$ cat config.mk
export PLATFORM = sky130hd
export DESIGN_NAME = frame_sequencer
export DESIGN_NICKNAME = d
export VERILOG_FILES = /design/src/rtl/frame_sequencer.sv
export SDC_FILE = /design/constraint.sdc
export NUM_CORES = 1
export LEC_CHECK = 0
export CORE_MARGIN = 2
export CORE_UTILIZATION = 43
export DETAILED_ROUTE_END_ITERATION = 10
export PLACE_DENSITY = 0.85
export SETUP_SLACK_MARGIN = 0.3
export SYNTH_ARGS = -nofsm -noshare
export SYNTH_HDL_FRONTEND = slang
export SYNTH_SLANG_ARGS = --single-unit
$ cat constraint.sdc
create_clock -name i_clk -period 2.1 [get_ports i_clk]
set_clock_uncertainty 0.05 [all_clocks]
set_input_delay 0.21 -clock i_clk [delete_from_list [all_inputs] [get_ports i_clk]]
set_output_delay 0.21 -clock i_clk [all_outputs]
set_load 0.01 [all_outputs]
$ cat src/rtl/frame_sequencer.sv
// Per-frame controller: clears FB/ZB, launches geometry, waits for the pipeline to drain, swaps on vsync.
// Optional FRAME_SEQ_AUTO_RUN_EN: the swap goes straight back into CLEAR for continuous rendering.
module frame_sequencer #(
    parameter int          FB_DEPTH     = 76800,
    parameter int          ADDR_W       = 17,
    parameter logic [11:0] CLEAR_COLOR  = 12'h000,
    parameter logic [7:0]  Z_FAR        = 8'hFF,
    parameter int          IDLE_CONFIRM = 4
) (
    input  logic              i_clk,
    input  logic              i_rst,
    input  logic              i_start,
    input  logic              i_vsync,
    output logic              o_geo_start,
    input  logic              i_geo_done,
    input  logic              i_fifo_empty,
    input  logic              i_tri_valid,
    input  logic              i_raster_busy,
    output logic [ADDR_W-1:0] o_clr_addr,
    output logic              o_clr_fb_we,
    output logic [11:0]       o_clr_fb_pixel,
    output logic              o_clr_zb_we,
    output logic [7:0]        o_clr_zb_data,
    output logic              o_back_buf,
    output logic              o_busy,
    output logic              o_frame_done,
    output logic [15:0]       o_frame_count
);

    // The idle counter only has to reach IDLE_CONFIRM-1.
    localparam int                CNT_W     = (IDLE_CONFIRM > 1) ? $clog2(IDLE_CONFIRM) : 1;
    localparam logic [ADDR_W-1:0] LAST_ADDR = ADDR_W'(FB_DEPTH - 1);
    localparam logic [CNT_W-1:0]  LAST_IDLE = CNT_W'(IDLE_CONFIRM - 1);

    typedef enum logic [2:0] {
        ST_IDLE       = 3'd0,
        ST_CLEAR      = 3'd1,
        ST_GEO        = 3'd2,
        ST_DRAIN      = 3'd3,
        ST_WAIT_VSYNC = 3'd4
    } state_t;

    state_t            state_r;
    logic [ADDR_W-1:0] addr_r;
    logic              fb_we_r;
    logic              zb_we_r;
    logic [11:0]       pixel_r;
    logic [7:0]        zdata_r;
    logic              geo_start_r;
    logic              back_buf_r;
    logic              busy_r;
    logic              frame_done_r;
    logic [15:0]       frame_count_r;
    logic [CNT_W-1:0]  idle_cnt_r;
    logic              idle_s;

    // Pipeline is idle when nothing is queued, assembling or rasterizing.
    always_comb begin
        idle_s = 1'b0;
        if (i_fifo_empty && !i_tri_valid && !i_raster_busy) begin
            idle_s = 1'b1;
        end else begin
            idle_s = 1'b0;
        end
    end

    // Frame sequencing FSM with all outputs registered.
    always_ff @(posedge i_clk or posedge i_rst) begin
        if (i_rst) begin
            state_r       <= ST_IDLE;
            addr_r        <= '0;
            fb_we_r       <= 1'b0;
            zb_we_r       <= 1'b0;
            pixel_r       <= 12'h000;
            zdata_r       <= 8'h00;
            geo_start_r   <= 1'b0;
            back_buf_r    <= 1'b0;
            busy_r        <= 1'b0;
            frame_done_r  <= 1'b0;
            frame_count_r <= 16'd0;
            idle_cnt_r    <= '0;
        end else begin
            geo_start_r  <= 1'b0;
            frame_done_r <= 1'b0;
            case (state_r)
                ST_IDLE: begin
                    if (i_start) begin
                        state_r <= ST_CLEAR;
                        addr_r  <= '0;
                        fb_we_r <= 1'b1;
                        zb_we_r <= 1'b1;
                        pixel_r <= CLEAR_COLOR;
                        zdata_r <= Z_FAR;
                        busy_r  <= 1'b1;
                    end
                end
                ST_CLEAR: begin
                    if (addr_r == LAST_ADDR) begin
                        state_r     <= ST_GEO;
                        addr_r      <= '0;
                        fb_we_r     <= 1'b0;
                        zb_we_r     <= 1'b0;
                        pixel_r     <= 12'h000;
                        zdata_r     <= 8'h00;
                        geo_start_r <= 1'b1;
                    end else begin
                        addr_r <= addr_r + ADDR_W'(1);
                    end
                end
                ST_GEO: begin
                    if (i_geo_done) begin
                        state_r    <= ST_DRAIN;
                        idle_cnt_r <= '0;
                    end
                end
                ST_DRAIN: begin
                    // Any non-idle cycle restarts the confirmation window.
                    if (!idle_s) begin
                        idle_cnt_r <= '0;
                    end else if (idle_cnt_r == LAST_IDLE) begin
                        state_r    <= ST_WAIT_VSYNC;
                        idle_cnt_r <= '0;
                    end else begin
                        idle_cnt_r <= idle_cnt_r + CNT_W'(1);
                    end
                end
                ST_WAIT_VSYNC: begin
                    if (i_vsync) begin
                        back_buf_r    <= ~back_buf_r;
                        frame_done_r  <= 1'b1;
                        frame_count_r <= frame_count_r + 16'd1;
`ifdef FRAME_SEQ_AUTO_RUN_EN
                        state_r <= ST_CLEAR;
                        addr_r  <= '0;
                        fb_we_r <= 1'b1;
                        zb_we_r <= 1'b1;
                        pixel_r <= CLEAR_COLOR;
                        zdata_r <= Z_FAR;
                        busy_r  <= 1'b1;
`else
                        state_r <= ST_IDLE;
                        busy_r  <= 1'b0;
`endif
                    end
                end
                default: begin
                    state_r    <= ST_IDLE;
                    addr_r     <= '0;
                    fb_we_r    <= 1'b0;
                    zb_we_r    <= 1'b0;
                    pixel_r    <= 12'h000;
                    zdata_r    <= 8'h00;
                    busy_r     <= 1'b0;
                    idle_cnt_r <= '0;
                end
            endcase
        end
    end

    assign o_geo_start    = geo_start_r;
    assign o_clr_addr     = addr_r;
    assign o_clr_fb_we    = fb_we_r;
    assign o_clr_fb_pixel = pixel_r;
    assign o_clr_zb_we    = zb_we_r;
    assign o_clr_zb_data  = zdata_r;
    assign o_back_buf     = back_buf_r;
    assign o_busy         = busy_r;
    assign o_frame_done   = frame_done_r;
    assign o_frame_count  = frame_count_r;

endmodule

==> flow_metrics.env, run 1 <==
export IMPL_rsz0062_at_grt="true"
export IMPL_async_reset_ff_share_pct=100
export IMPL_post_drt_via_cell_ratio=5.23
export IMPL_grt_pass1_wl_mm=8.71
export IMPL_powerDensity_nw_per_um2=716
export IMPL_route_detailed_drc=0
export IMPL_placed_area_um2=2870
export IMPL_cp_max_fo=5
export IMPL_ant_nets=0
export IMPL_vias=1996
export IMPL_grt_max_degree=44
export IMPL_worstHoldPathType="in -> async"
export IMPL_core_area_um2=5140
export IMPL_wl_per_cell_um=14.0
export IMPL_clockBufferDepth=2
export IMPL_syn_inst=241
export IMPL_clock_sinks=43
export IMPL_syn_area_per_cell_um2=9.57
export IMPL_synth_flop_cell="dfrtp_1"
export IMPL_grt_pass1_vias=1838
export IMPL_arrival_ps=2090
export IMPL_yosysWarnings=0
export IMPL_worstSetupEndpointType="register"
export IMPL_ir_worst_vdd_mv=0.462
export IMPL_drt_first_iter_violations=129
export IMPL_post_synth_top_area_cell="dfrtp_1"
export IMPL_fin_area_um2=3170
export IMPL_synthDistinctLibCells=50
export IMPL_hpwl_mm=3.57
export IMPL_drive_gt1_share_pct=18.3
export IMPL_place_inst=359
export IMPL_fillCellCount=455
export IMPL_status="complete, no violations"
export IMPL_start_util_pct=44.9
export IMPL_synth_edf_count=0
export IMPL_relSlewSlack_pct=64.8
export IMPL_synth_area_um2=2310
export IMPL_slew_viol_final=0
export IMPL_totalNegativeSetupSlack_ps=0
export IMPL_dieArea_um2=5970
export IMPL_setup_ws_ps=125
export IMPL_htreeDepth=2
export IMPL_nets=322
export IMPL_setup_viol=0
export IMPL_ys_top_cells_by_area="dfrtp_1 (47%), buf_4 (6.8%), nand2_1 (5.4%)"
export IMPL_antenna_cells=0
export IMPL_pre_cts_slack_ps=103
export IMPL_synth_seq_area_share_pct=46.6
export IMPL_gr_total_overflow=0
export IMPL_grt_usage_pct=17.9
export IMPL_min_period_ps=1970
export IMPL_layout_cells_non_filler=382
export IMPL_die_h_um=77.3
export IMPL_die_x_um=77.3
export IMPL_port_buffer_count=54
export IMPL_cts_tree="built"
export IMPL_routabilityCongestion=0.847
export IMPL_drt_total_wl_mm=5.35
export IMPL_crit_type="reg -> reg"
export IMPL_p_leak_nw=1.38
export IMPL_fmax_mhz=506
export IMPL_num_rows=26
export IMPL_fin_total_pwr_mw=2.27
export IMPL_antenna_found_initial=0
export IMPL_ys_ff_latch=43
export IMPL_cp_start_kind="register"
export IMPL_cts_buffers_inserted=5
export IMPL_final_common_cell="clkdlybuf4s50_1"
export IMPL_firstDrtPassIters=4
export IMPL_hold_violations=0
export IMPL_final_cell_mix="clkdlybuf4s50_1 (54), dfrtp_1 (40), nand2_1 (32), buf_4 (23), nand3_1 (22)"
export IMPL_multiInputGateArea_um2=1130
export IMPL_ff_latch_area_um2=1080
export IMPL_holdBufCountCts=0
export IMPL_tightest_slew_ps=529
export IMPL_clock_latency_ps=290
export IMPL_io_pins=67
export IMPL_maxCapViolations=0
export IMPL_syn2layout_area_growth_pct=37.5
export IMPL_min_period_over_period_pct=94.0
export IMPL_yosysTopAreaCellShare_pct=46.6
export IMPL_required_ps=2220
export IMPL_clk_pin_slew_ps=80
export IMPL_cts_root_buffer="clkbuf_8"
[per-layer routing]
| metal | track usage [%] | vias to the layer above | part of all wire [%] |
|---|---|---|---|
| met2 | 29.0 | 81 | 50 |
| li1 | - | 942 | - |
| met3 | 3.88 | 7 | 5.7 |
| met4 | 4.29 | 0 | 0.86 |
| met5 | 0 | - | 0 |
| met1 | 24.3 | 966 | 44 |
[worst paths after layout]
| path | startpoint | to | slack, ps | depth (start not counted) |
|---|---|---|---|---|
| worst max-delay path | o_clr_addr[12] | o_clr_zb_data[6] | 130 | 6 |
| min in group i_clk | o_frame_count[15] | o_frame_count[15] | 430 | 1 |
| worst min-delay path | i_rst | o_frame_count[1] | 320 | 3 |
| max in group asynchronous | i_rst | state_r[0] | 1300 | 3 |
| worst max register to register | o_clr_addr[12] | o_clr_zb_data[6] | 130 | 6 |
| worst min register to register | o_frame_count[15] | o_frame_count[15] | 430 | 1 |
[critical path, stage by stage, from the launching register on]
cell     delay, ps
dfrtp_2        440
or4b_4         500
nor4b_4        240
buf_4          180
nand3_2        160
nor2_4         170
o21ai_0        100
[timing repair]
action,CTS,global route
gates resized for setup,6,11
pin swaps,7,8
gates cloned,1,0
setup endpoints to repair,22,24
buffers inserted,7,7
[logic make-up (layout without fill, tap and decap cells)]
| family | count (synthesis) | after routing | share of synthesized area [%] |
|---|---|---|---|
| AOI/OAI and AO/OA | 32 | 33 | 9.00 |
| xor gates and xnor gates | 17 | 17 | 6.45 |
| adders and majority gates | 3 | 3 | 1.63 |
| buffers and inverters | 36 | 95 | 9.65 |
| DFF | 43 | 43 | 46.6 |
| muxes | 4 | 4 | 1.79 |
| other | 1 | 12 | 0.163 |
| and+or+nand+nor | 105 | 105 | 24.7 |
[Yosys cell counts, drive strengths merged, types with 3 or more instances]
library cell	number
buf	24
nand2b	3
ha	3
and3	3
mux2i	3
nor2	12
xor2	5
a31oi	3
dfrtp	43
inv	9
nand4	11
o21ai	13
nand2	33
a21oi	6
xnor2	12
clkbuf	3
nor3	3
nand3	24
[cell type report]
type | instances | area share (%)
clock inverters | 3 | 1.38
clock buffers | 5 | 2.17
well taps | 70 | 2.76
flip-flops and latches | 43 | 34.0
inverters | 9 | 1.06
multi-input cells | 174 | 35.8
repair buffers | 78 | 22.8
[flip-flops by register name, indices dropped and copies added, names as in the netlist]
name	cells
o_clr_addr	17
o_frame_count	16
state_r	3
idle_cnt_r	2
o_back_buf	1
o_busy	1
o_clr_zb_data	1
o_frame_done	1
o_geo_start	1
[metrics by stage]
| stage | hold slack (ps) | utilization, % |
|---|---|---|
| 2_1_floorplan | 267 | - |
| 3_3_place_gp | 413 | 55.9 |
| 3_5_place_dp | 426 | 55.9 |
| 4_1_cts | 332 | 59.8 |
| 5_1_grt | 365 | 61.7 |
| 6_report | 317 | 61.7 |
[power breakdown]
| group | internal, mW | total (mW) | switching, mW | leakage, nW |
|---|---|---|---|---|
| registers | 0.907 | 1.03 | 0.123 | 0.572 |
| clock network | 0.354 | 0.638 | 0.284 | 0.0581 |
| logic | 0.319 | 0.604 | 0.284 | 0.752 |
Note: power is estimated with default switching activity, not from simulation.
==> run 2: changes to the inputs <==
Settings changed: CTS_BUF_LIST set to sky130_fd_sc_hd__clkbuf_8.
==> results of run 2 <==
No change in the layout: final DEF, timing and power equal those of run 1.
==> RTL edit 1 (flow settings as in run 1) <==
Change the parameter `ADDR_W` from 17 to 13.
--- a/src/rtl/frame_sequencer.sv
+++ b/src/rtl/frame_sequencer.sv
@@ -3,5 +3,5 @@
 module frame_sequencer #(
     parameter int          FB_DEPTH     = 76800,
-    parameter int          ADDR_W       = 17,
+    parameter int          ADDR_W       = 13,
     parameter logic [11:0] CLEAR_COLOR  = 12'h000,
     parameter logic [7:0]  Z_FAR        = 8'hFF,
Ports: changed (resized o_clr_addr); port bits go from 67 to 63. No check against the original RTL was run, so the function may have changed too.
==> RTL edit 1 against run 1 <==
Core utilization shrank 0.28 points. Worst setup slack lost 100 ps. Area after synthesis shrank 9.1%. Synthesized cell count shrank 12%. Design area shrank 8.5%. Wire length shrank 12%. Sequential cell count shrank 4. Highest routed layer unchanged.
Power is not compared: it rests on default switching activity, and its combinational part moved more than twofold at a synthesized area within 25%.
==> RTL edit 1: results (changes against run 1) <==
status: finished clean
pre-CTS setup slack: -21.8 ps (-125 ps)
layout cells sized above 1: 19.0% (+0.78 points)
Netlist cell types: 48 (-4.0%)
crit path DAT: 2210 ps (+120 ps)
sequential share of the synthesized area: 46.5% (-0.098 points)
CP max-delay cell: or4_4
total vias in the final route: 1788 (-10%)
PortBufs: 50 (-7.4%)
CP Max Fanout: 4 (-1)
Via density: 5.26 (+0.64%)
final wirelength: 4700 µm (-12%)
GRT Overall Usage: 18.9% (+1.0 points)
Nets: 283 (-12%)
Post-Place Cells: 332 (-7.5%)
Largest stage delay, worst path: 590 ps (+90 ps)
final RePlAce weighted congestion: 0.890 (+5.1%)
Post-Syn Instances: 212 (-12%)
largest net degree at the start of global routing: 40 (-9.1%)
Synth top cells by count: 39 x dfrtp_1, 23 x nand2_1, 22 x buf_4
number of global-route vias before repair: 1705 (-7.2%)
main area contributors after synthesis: dfrtp_1 47%, buf_4 7.9%, xnor2_1 5.0%
post-DP HPWL: 3300 µm (-7.4%)
first-pass GRT wire length: 7870 µm (-9.7%)
placed instance area: 0.00269 mm² (-6.4%)
DRT iter0 DRCs: 128 (-0.78%)
Area Growth Syn to Fin: 38.4%
-- RTL edit 1: changes by cell type after synthesis, sizes merged, moves of 4 or more --
cell | before | now
a21oi | 6 | 11
dfrtp | 43 | 39
nand2 | 33 | 23
nand3 | 24 | 11
nand4 | 11 | 4
nor2 | 12 | 7
o21ai | 13 | 7
or4 | 0 | 5
-- RTL edit 1: path summary, 6_finish.rpt --
kind                                          startpoint                       endpoint  slack, ps  cells after the start
max                           o_clr_addr[12]$_DFFE_PP0P_         state_r[0]$_DFFE_PP0P_         20                      4
min                                                i_rst   o_frame_count[6]$_DFFE_PP0P_        260                      3
max reg2reg                   o_clr_addr[12]$_DFFE_PP0P_         state_r[0]$_DFFE_PP0P_         20                      4
min reg2reg                o_frame_count[15]$_DFFE_PP0P_  o_frame_count[15]$_DFFE_PP0P_        430                      1
max in group asynchronous                          i_rst      o_clr_addr[0]$_DFFE_PP0P_       1400                      3
min in group i_clk         o_frame_count[15]$_DFFE_PP0P_  o_frame_count[15]$_DFFE_PP0P_        430                      1
-- RTL edit 1: layout make-up --
class	count	area [µm²]
multi-input cells	147	1030
fillers	399	1820
well taps	67	83.8
clock buffers	5	68.8
flip-flops and latches	39	976
inverters	8	30.0
clock inverters	3	43.8
repair buffers	71	666
-- RTL edit 1: cells by family after synthesis --
group	Yosys count	share of synthesized area, %
XOR/XNOR	16	6.68
other	1	0.179
flip-flops	39	46.5
AND/OR/NAND/NOR	77	20.5
adder cells (fa/ha/maj)	3	1.79
AO/OA/AOI/OAI	36	11.8
multiplexers	3	1.55
buffers and inverters	37	11.0
-- RTL edit 1: repair_timing --
item	CTS	global route
pin swaps	1	2
endpoints found under the setup margin	18	23
setup buffers	0	0
resized for setup	13	8
-- RTL edit 1: critical path: cells and delay by family (launching register included) --
kind,cells,cell delay (ps)
AND/OR/NAND/NOR,2,970
flip-flops,1,390
multiplexers,1,320
AO/OA/AOI/OAI,1,230
-- RTL edit 1: power breakdown --
part           total, mW  switching (mW)  internal [mW]  leakage (nW)
logic               1.32           0.643          0.675         0.638
registers          0.991           0.134          0.857         0.528
clock network      0.626           0.273          0.353        0.0581
total               2.93            1.05           1.88          1.22
-- RTL edit 1: routing by layer --
metal  up-vias  global-route usage, %  wire length [µm]
li1        835                      -                 -
met1       878                   22.4              1980
met2        61                   33.0              2420
met3        14                   4.53               220
met4         0                   6.67                77
met5         -                      0                 0
==> RTL edit 2 (config.mk and constraints of run 1) <==
Made on the original files. Put one more register stage on the output `o_frame_count`, with the module's reset. The value now appears one clock later. The other outputs are not delayed to match.
--- a/src/rtl/frame_sequencer.sv
+++ b/src/rtl/frame_sequencer.sv
@@ -167,5 +167,11 @@
     assign o_busy         = busy_r;
     assign o_frame_done   = frame_done_r;
-    assign o_frame_count  = frame_count_r;
+    always_ff @(posedge i_clk or posedge i_rst) begin
+        if (i_rst) begin
+            o_frame_count <= '0;
+        end else begin
+            o_frame_count <= frame_count_r;
+        end
+    end
 
 endmodule
Check against the original RTL: same outputs for any inputs over 10 cycles, from zero or initial values and one cycle with i_rst high; that may be too few to reach the edited logic, so the function may still have changed.
==> RTL edit 2 against run 1 <==
Cell count rose by 1.8%. Critical endpoint is now state_r[1]$_DFFE_PP0P_. Highest routed layer unchanged. Die area rose by 19%. Design area rose by 14%. Wire length rose by 6.6%. Sequential cell count rose by 16. Non-clock buffer count fell by 11. Area after synthesis rose by 20%. Power rose by 25%. Worst setup slack improved by 190 ps. Global-route usage fell by 1.5 points. Fmax rose by 11%.
==> RTL edit 2: results (changes against run 1) <==
status: finished clean
final wirelength: 5700 µm (+6.6%)
Post-Synth XOR/XNOR Area: 5.37% (-1.1 points)
DRT iter0 DRCs: 110 (-15%)
Signal buf overhead: 18.0% (-4.8 points)
crit path DAT: 2010 ps (-80 ps)
pwr dens: 786 mW/mm² (+9.8%)
Post-Syn Instances: 248 (+2.9%)
GRT met3 Usage: 3.93% (+0.051 points)
Nets: 318 (-1.2%)
main area contributors after synthesis: dfrtp_1 53%, buf_4 6.0%, xnor2_1 4.4%
Post-Place Cells: 367 (+2.2%)
total sequential power: 1.26 mW (+22%)
clock network share of area: 6.28% (+2.7 points)
CP max-delay cell: dfrtp_2
area of the multi-input gates: 0.00113 mm² (-0.66%)
FF+latch area: 0.00148 mm² (+37%)
Multi-input comb cells: 163 (-6.3%)
sw frac: 26.4% (-4.0 points)
Peak VDD IR: 407 µV (-12%)
first-pass GRT wire length: 9240 µm (+6.0%)
worst hold slack: 186 ps (-130 ps)
Worst-Skew Late Latency: 340 ps (+50 ps)
post-DP HPWL: 3840 µm (+7.7%)
sequential share of the synthesized area: 53.2% (+6.6 points)
crit path to: state_r[1]$_DFFE_PP0P_
H-tree depth: 3 (+1)
[RTL edit 2: cell types whose count changed after synthesis, sizes merged, moves of 3 or more]
| cell | delta |
|---|---|
| nand2b | -3 |
| buf | +5 |
| a21oi | +7 |
| o21ai | +3 |
| nor2 | -7 |
| and2 | +3 |
| or3 | +4 |
| nand2 | -17 |
| and4 | +6 |
| nand3 | -13 |
| or4 | +5 |
| dfrtp | +16 |
| nand4 | -5 |
[RTL edit 2: what timing repair did]
action	CTS	global route
endpoints found under the setup margin	14	15
cloned	0	1
gates resized for setup	7	8
pin swaps	0	4
setup buffers	0	5
[RTL edit 2: kinds of logic (layout without fill, tap and decap cells)]
logic type	Yosys count	in the layout
adders and majority gates	3	3
other	1	12
muxes	2	2
buffers and inverters	38	90
AOI/OAI and AO/OA	51	51
xor gates and xnor gates	17	17
DFF	59	59
and+or+nand+nor	77	78
[RTL edit 2: layer usage]
metal	part of all wire, %	wire [µm]
met5	0	0
met4	1.6	90
met3	5.2	298
met2	52	2970
met1	41	2340
